--- src/rtl/fetch_pkg.sv ---
// Shared types for the instruction fetch controller: FSM states, word size,
// and the prefetch queue entry layout.
package fetch_pkg;

    localparam int WORD_BYTES = 4;

    typedef enum logic [1:0] {
        ST_IDLE = 2'd0,
        ST_RUN  = 2'd1,
        ST_HALT = 2'd2
    } fetch_state_e;

    typedef struct packed {
        logic [31:0] pc;
        logic [31:0] ins;
    } fetch_entry_t;

endpackage

--- src/rtl/fetch_queue.sv ---
// Small synchronous FIFO holding prefetched {pc, ins} pairs; supports flush and
// simultaneous push+pop while full.
module fetch_queue
    import fetch_pkg::*;
#(
    parameter int QDEPTH = 2
) (
    input  logic         clk,
    input  logic         rst_n,
    input  logic         flush,
    input  logic         push,
    input  fetch_entry_t push_data,
    input  logic         pop,
    output fetch_entry_t head,
    output logic         full,
    output logic         empty
);

    localparam int AW = $clog2(QDEPTH);

    fetch_entry_t  mem [QDEPTH];
    logic [AW:0]   wr_ptr;
    logic [AW:0]   rd_ptr;
    logic          do_push;
    logic          do_pop;

    assign empty   = (wr_ptr == rd_ptr);
    assign full    = (wr_ptr[AW] != rd_ptr[AW]) && (wr_ptr[AW-1:0] == rd_ptr[AW-1:0]);
    assign do_pop  = pop && !empty;
    // When full, the slot being written is the one being popped this cycle.
    assign do_push = push && (!full || do_pop);
    assign head    = mem[rd_ptr[AW-1:0]];

    always_ff @(posedge clk or negedge rst_n) begin
        if (!rst_n) begin
            wr_ptr <= '0;
            rd_ptr <= '0;
            for (int i = 0; i < QDEPTH; i++) mem[i] <= '0;
        end else if (flush) begin
            wr_ptr <= '0;
            rd_ptr <= '0;
        end else begin
            if (do_push) begin
                mem[wr_ptr[AW-1:0]] <= push_data;
                wr_ptr              <= wr_ptr + 1'b1;
            end
            if (do_pop) rd_ptr <= rd_ptr + 1'b1;
        end
    end

endmodule

--- src/rtl/ins_fetch_ctrl.sv ---
// Instruction fetch sequencer: owns the fetch PC, drives the instruction memory
// address and feeds decode from a prefetch queue over valid/ready.
module ins_fetch_ctrl
    import fetch_pkg::*;
#(
    parameter logic [31:0] RESET_PC  = 32'h0000_0000,
    parameter int          MEM_WORDS = 16384,
    parameter int          QDEPTH    = 2
) (
    input  logic        clk,
    input  logic        rst_n,
    input  logic        start,
    input  logic        halt_req,
    input  logic        redirect_valid,
    input  logic [31:0] redirect_pc,
    output logic [31:0] mem_addr,
    input  logic [31:0] mem_rdata,
    output logic        ins_valid,
    input  logic        ins_ready,
    output logic [31:0] ins,
    output logic [31:0] ins_pc,
    output logic        running,
    output logic        halted,
    output logic        align_err,
    output logic [31:0] fetch_cnt
);

    localparam logic [31:0] MEM_WORDS_W = 32'(MEM_WORDS);

    fetch_state_e state_q, state_d;
    logic [31:0]  pc_q;
    logic         in_range;
    logic         pop;
    logic         push;
    logic         q_full;
    logic         q_empty;
    fetch_entry_t q_head;
    fetch_entry_t q_wdata;

    assign in_range  = {2'b00, pc_q[31:2]} < MEM_WORDS_W;
    assign ins_valid = !q_empty;
    assign pop       = ins_valid && ins_ready;
    assign push      = (state_q == ST_RUN) && in_range && !redirect_valid && (!q_full || pop);
    assign q_wdata   = '{pc: pc_q, ins: mem_rdata};

    assign mem_addr  = pc_q;
    assign ins       = q_head.ins;
    assign ins_pc    = q_head.pc;
    assign running   = (state_q == ST_RUN);
    assign halted    = (state_q == ST_HALT);

    fetch_queue #(.QDEPTH(QDEPTH)) u_queue (
        .clk       (clk),
        .rst_n     (rst_n),
        .flush     (redirect_valid),
        .push      (push),
        .push_data (q_wdata),
        .pop       (pop),
        .head      (q_head),
        .full      (q_full),
        .empty     (q_empty)
    );

    // halt_req beats start; a restart from HALT needs an in-range PC.
    always_comb begin
        state_d = state_q;
        case (state_q)
            ST_IDLE: if (start && !halt_req) state_d = ST_RUN;
            ST_RUN:  if (halt_req || !in_range) state_d = ST_HALT;
            ST_HALT: if (start && !halt_req && in_range) state_d = ST_RUN;
            default: state_d = ST_IDLE;
        endcase
    end

    always_ff @(posedge clk or negedge rst_n) begin
        if (!rst_n) begin
            state_q   <= ST_IDLE;
            pc_q      <= RESET_PC;
            fetch_cnt <= '0;
            align_err <= 1'b0;
        end else begin
            state_q   <= state_d;
            align_err <= redirect_valid && (redirect_pc[1:0] != 2'b00);
            if (redirect_valid) begin
                pc_q <= {redirect_pc[31:2], 2'b00};
            end else if (push) begin
                pc_q      <= pc_q + 32'(WORD_BYTES);
                fetch_cnt <= fetch_cnt + 32'd1;
            end
        end
    end

endmodule

--- config.mk ---
export PLATFORM = sky130hd
export DESIGN_NAME = ins_fetch_ctrl
export DESIGN_NICKNAME = d
export VERILOG_FILES = /design/src/rtl/fetch_pkg.sv /design/src/rtl/fetch_queue.sv /design/src/rtl/ins_fetch_ctrl.sv
export SDC_FILE = /design/constraint.sdc
export NUM_CORES = 1
export LEC_CHECK = 0
export BUFFER_PORTS_ARGS = -buffer_cell sky130_fd_sc_hd__buf_2
export CAP_MARGIN = 40
export CORE_AREA = 3 3 128 130
export CTS_BUF_LIST = sky130_fd_sc_hd__clkbuf_4 sky130_fd_sc_hd__clkbuf_8
export DETAILED_ROUTE_END_ITERATION = 8
export DIE_AREA = 0 0 131 133
export MAX_ROUTING_LAYER = met4
export PLACE_DENSITY_LB_ADDON = 0.08
export REMOVE_ABC_BUFFERS = 1
export SLEW_MARGIN = 10
export SYNTH_ARGS = -nofsm -noshare
export SYNTH_HDL_FRONTEND = slang
export SYNTH_SLANG_ARGS = --single-unit
--- constraint.sdc ---
create_clock -name clk -period 2.9 [get_ports clk]
set_clock_uncertainty 0.1 [all_clocks]
set_input_delay 0.58 -clock clk [delete_from_list [all_inputs] [get_ports clk]]
set_output_delay 0.58 -clock clk [all_outputs]
set_load 0.05 [all_outputs]
==> flow_summary_export.csv <==
group,metric,value,unit
logic_synthesis,synthesis.area_per_instance,13.3,sq um
power_and_ir_drop,p_switching,1.38,mW
floorplanning,fp.coreArea,0.0153,sq mm
sta,slew_headroom,64.8,%
sta,fin_ws,0.330,ns
routing,drt_first_iter_violations,296,
clocking,cts_tree,"yes",
routing,viasPerCell,5.34,
worst_setup_path,path_class,"reg2out",
outcome,run_status,"finished, final reports clean",
worst_setup_path,reg2reg_to,"u_queue.mem[17]",
clocking,path_clk_slew,0.10,ns
global_route,antenna_found_initial,1,
sta,setup_viol,0,
clocking,worst_skew_pair.late_latency,0.45,ns
routing,drt-wirelength-per-cell,16.9,microns
power_and_ir_drop,clock_power_share,36.0,%
logic_synthesis,syn_area,0.00852,sq mm
worst_setup_path,endpoint,"ins_pc[23]",
final_layout,fin_nets,911,
clocking,numCtsBuffers,17,
logic_synthesis,async_flop_share,100,%
routing,vias,5687,
logic_synthesis,synth_cells,638,
floorplanning,io_pins,202,
worst_setup_path,arrival,1.89,ns
clocking,cts_resized,0,
placement,pre_cts_slack,0.415,ns
clocking,clock_sinks,193,
logic_synthesis,synth_cell_type_count,40,
sta,hold_viol,0,
worst_setup_path,r2r_slack,0.39,ns
logic_synthesis,synth_ff_type,"dfrtp_1",
sta,fin_crit_sh,88.6,%
floorplanning,die_h,133,microns
logic_synthesis,netlist.area_leader.share,56.7,%
worst_setup_path,cp-end-kind,"primary output",
routing,drc_errors,0,
sta,rsz0062_at_grt,"false",
routing,drt_pass1_iterations,5,
worst_hold_path,hold_class,"in2reg",
global_route,first_global_vias,5850,
final_layout,areaGrowthSynthToFinish,20.1,%
floorplanning,die-width,131,microns
routing,ant_nets,0,
worst_setup_path,r2r_cells,6,
logic_synthesis,synth_area_leaders,"dfrtp_1 57%, mux2_2 12%, mux2_1 10%, xnor2_1 3.2%, xor2_1 1.9%",
worst_setup_path,cp-startpoint,"u_queue.rd_ptr[0]",
power_and_ir_drop,p_per_area,504,mW/mm^2
sta,tightest_slew,0.527,ns
logic_synthesis,ys_seq_area_share,56.7,%
floorplanning,rows,45,
placement,place_area,0.00979,sq mm
job,cap_viol_max_count,0,
clocking,cts_setup_buffers,0,
worst_setup_path,startpoint_type,"flip-flop",
clocking,cts.htree.levels,4,
power_and_ir_drop,sequentialPowerShare,54.6,%
worst_setup_path,crit_required,2.22,ns
routing,routed_wl,18000,microns
floorplanning,start_util,55.8,%
global_route,grt_max_degree,65,
sta,fmaxAchievable,389,MHz
sta,fin_crit,2.57,ns
global_route,grt_use_total,21.8,%
sta,report.final.slew_viol_count,0,
global_route,grt-ovfl-total,0,
placement,hpwl,12400,microns
worst_setup_path,crit_fanout,64,
placement,gp_congestion,0.870,
logic_synthesis,synth_area_leader_cell,"dfrtp_1",
worst_setup_path,r2r-start,"mem_addr[22]",
power_and_ir_drop,finalPower,5.15,mW
global_route,grt_pass1_wl,29300,microns
clocking,clk_path_buf_depth,2,
power_and_ir_drop,p_int,3.77,mW
power_and_ir_drop,ir_worst_vdd,0.290,mV
final_layout,fin_area,0.0102,sq mm
final_layout,drive_gt1_share,41.0,%
clocking,cts-root-buf,"clkbuf_8",
floorplanning,die-area,0.0174,sq mm
power_and_ir_drop,switching_share,26.8,%
placement,port_buffers,197,
power_and_ir_drop,power.leakage,5.43,nW
power_and_ir_drop,p_comb_share,9.5,%
logic_synthesis,ys_seq_elements,193,
logic_synthesis,synth_edf_count,0,
logic_synthesis,yosys_warnings,0,
## cells in the mapped netlist (4+ instances only)
| master | n |
|---|---|
| xnor2_1 | 31 |
| buf_2 | 8 |
| mux2_2 | 94 |
| dfrtp_1 | 193 |
| and4_1 | 4 |
| nand3_1 | 11 |
| nand2b_1 | 5 |
| nand4_1 | 17 |
| nor3_1 | 18 |
| clkbuf_1 | 16 |
| xor2_1 | 18 |
| o21ai_0 | 15 |
| inv_1 | 9 |
| and2_1 | 18 |
| nor2b_1 | 17 |
| nor4_4 | 5 |
| nor4_1 | 7 |
| mux2_1 | 76 |
| buf_4 | 9 |
| nand2_1 | 28 |
| nor2_1 | 15 |
## repair_timing
item,4_1_cts,5_1_grt
endpoints found under the hold margin,15,0
hold buffers,1,0
setup endpoints to repair,0,0
## power by group through the flow
stage,combinational [mW],sequential [mW],clock (mW)
2_1_floorplan,0.140,3.00,0
3_5_place_dp,0.489,2.87,0
3_3_place_gp,0.483,2.86,0
4_1_cts,0.494,2.81,1.90
6_report,0.488,2.81,1.85
5_1_grt,0.526,2.82,2.03
## cell type report
cell class,count,area (sq um)
tap,211,264
sequential,193,4830
multi-input combinational,405,3490
timing repair buffer,212,1170
clock inverter,14,180
inverter,10,37.5
antenna,2,5.00
fill,1143,5030
clock buffer,18,248
## state kept, by name, summed over array words and instances, names as in the netlist
name            flops
fetch_cnt          32
u_queue.wr_ptr      2
state_q             2
align_err           1
u_queue.mem       124
u_queue.rd_ptr      2
mem_addr           30
## routing by layer
layer	wire length, microns	track usage (%)	part of all wire (%)
met4	316	6.63	1.8
met1	7790	27.6	43
met2	8790	34.6	49
met5	0	-	0
met3	1120	5.41	6.2
## logic make-up (layout without fill, tap and decap cells)
logic type               after synthesis  count (layout)  synth area share (%)
flip-flops                           193             193                  56.7
multiplexers                         171             171                  22.6
AND/OR/NAND/NOR                      155             155                  11.2
XOR/XNOR                              50              50                  5.23
buffers and inverters                 43             254                  2.41
AO/OA/AOI/OAI                         23              23                  1.56
adder cells (fa/ha/maj)                2               2                 0.294
other                                  1               6                0.0440
## layout by cell type, fill, tap and decap left out, drive strengths merged
| cell | instances |
|---|---|
| a211oi | 2 |
| a21oi | 2 |
| and2 | 18 |
| and3 | 2 |
| and4 | 4 |
| and4b | 1 |
| buf | 210 |
| bufinv | 3 |
| clkbuf | 19 |
| clkinv | 5 |
| clkinvlp | 3 |
| conb | 4 |
| dfrtp | 193 |
| diode | 2 |
| dlygate4sd3 | 1 |
| ha | 2 |
| inv | 13 |
| mux2 | 170 |
| mux2i | 1 |
| nand2 | 29 |
| nand2b | 5 |
| nand3 | 12 |
| nand4 | 18 |
| nand4b | 1 |
| nor2 | 15 |
| nor2b | 17 |
| nor3 | 20 |
| nor4 | 12 |
| o21a | 1 |
| o21ai | 15 |
| o311ai | 2 |
| o31ai | 1 |
| or3 | 1 |
| xnor2 | 31 |
| xor2 | 19 |
## worst max-delay path: stages, from the launching register on
cell,delay (ns)
dfrtp_2,0.42
buf_12,0.34
mux2_2,0.41
buf_2,0.22
## how the worst min path moves through the flow
| stage | start | endpoint | slack (ns) | depth (start not counted) |
|---|---|---|---|---|
| after floorplan | rst_n | align_err | 0.18 | 0 |
| after global placement | fetch_cnt[31] | fetch_cnt[31] | 0.35 | 1 |
| after detailed placement | u_queue.mem[48] | u_queue.mem[48] | 0.37 | 1 |
| after CTS | halt_req | state_q[0] | 0.18 | 2 |
| after global routing | halt_req | state_q[0] | 0.19 | 2 |
| final | halt_req | state_q[0] | 0.21 | 2 |
## through the flow
stage | utilization [%] | cells | setup TNS (ns) | hold WS, ns
finish | 67.0 | 1065 | 0 | 0.214
detailed placement | 64.1 | 1030 | 0 | 0.365
global route | 67.0 | 1064 | 0 | 0.194
CTS | 67.0 | 1063 | 0 | 0.178
floorplan | - | 608 | -142.68 | 0.184
global placement | 64.1 | 1030 | 0 | 0.352
Power figures use the tool's default switching activity.
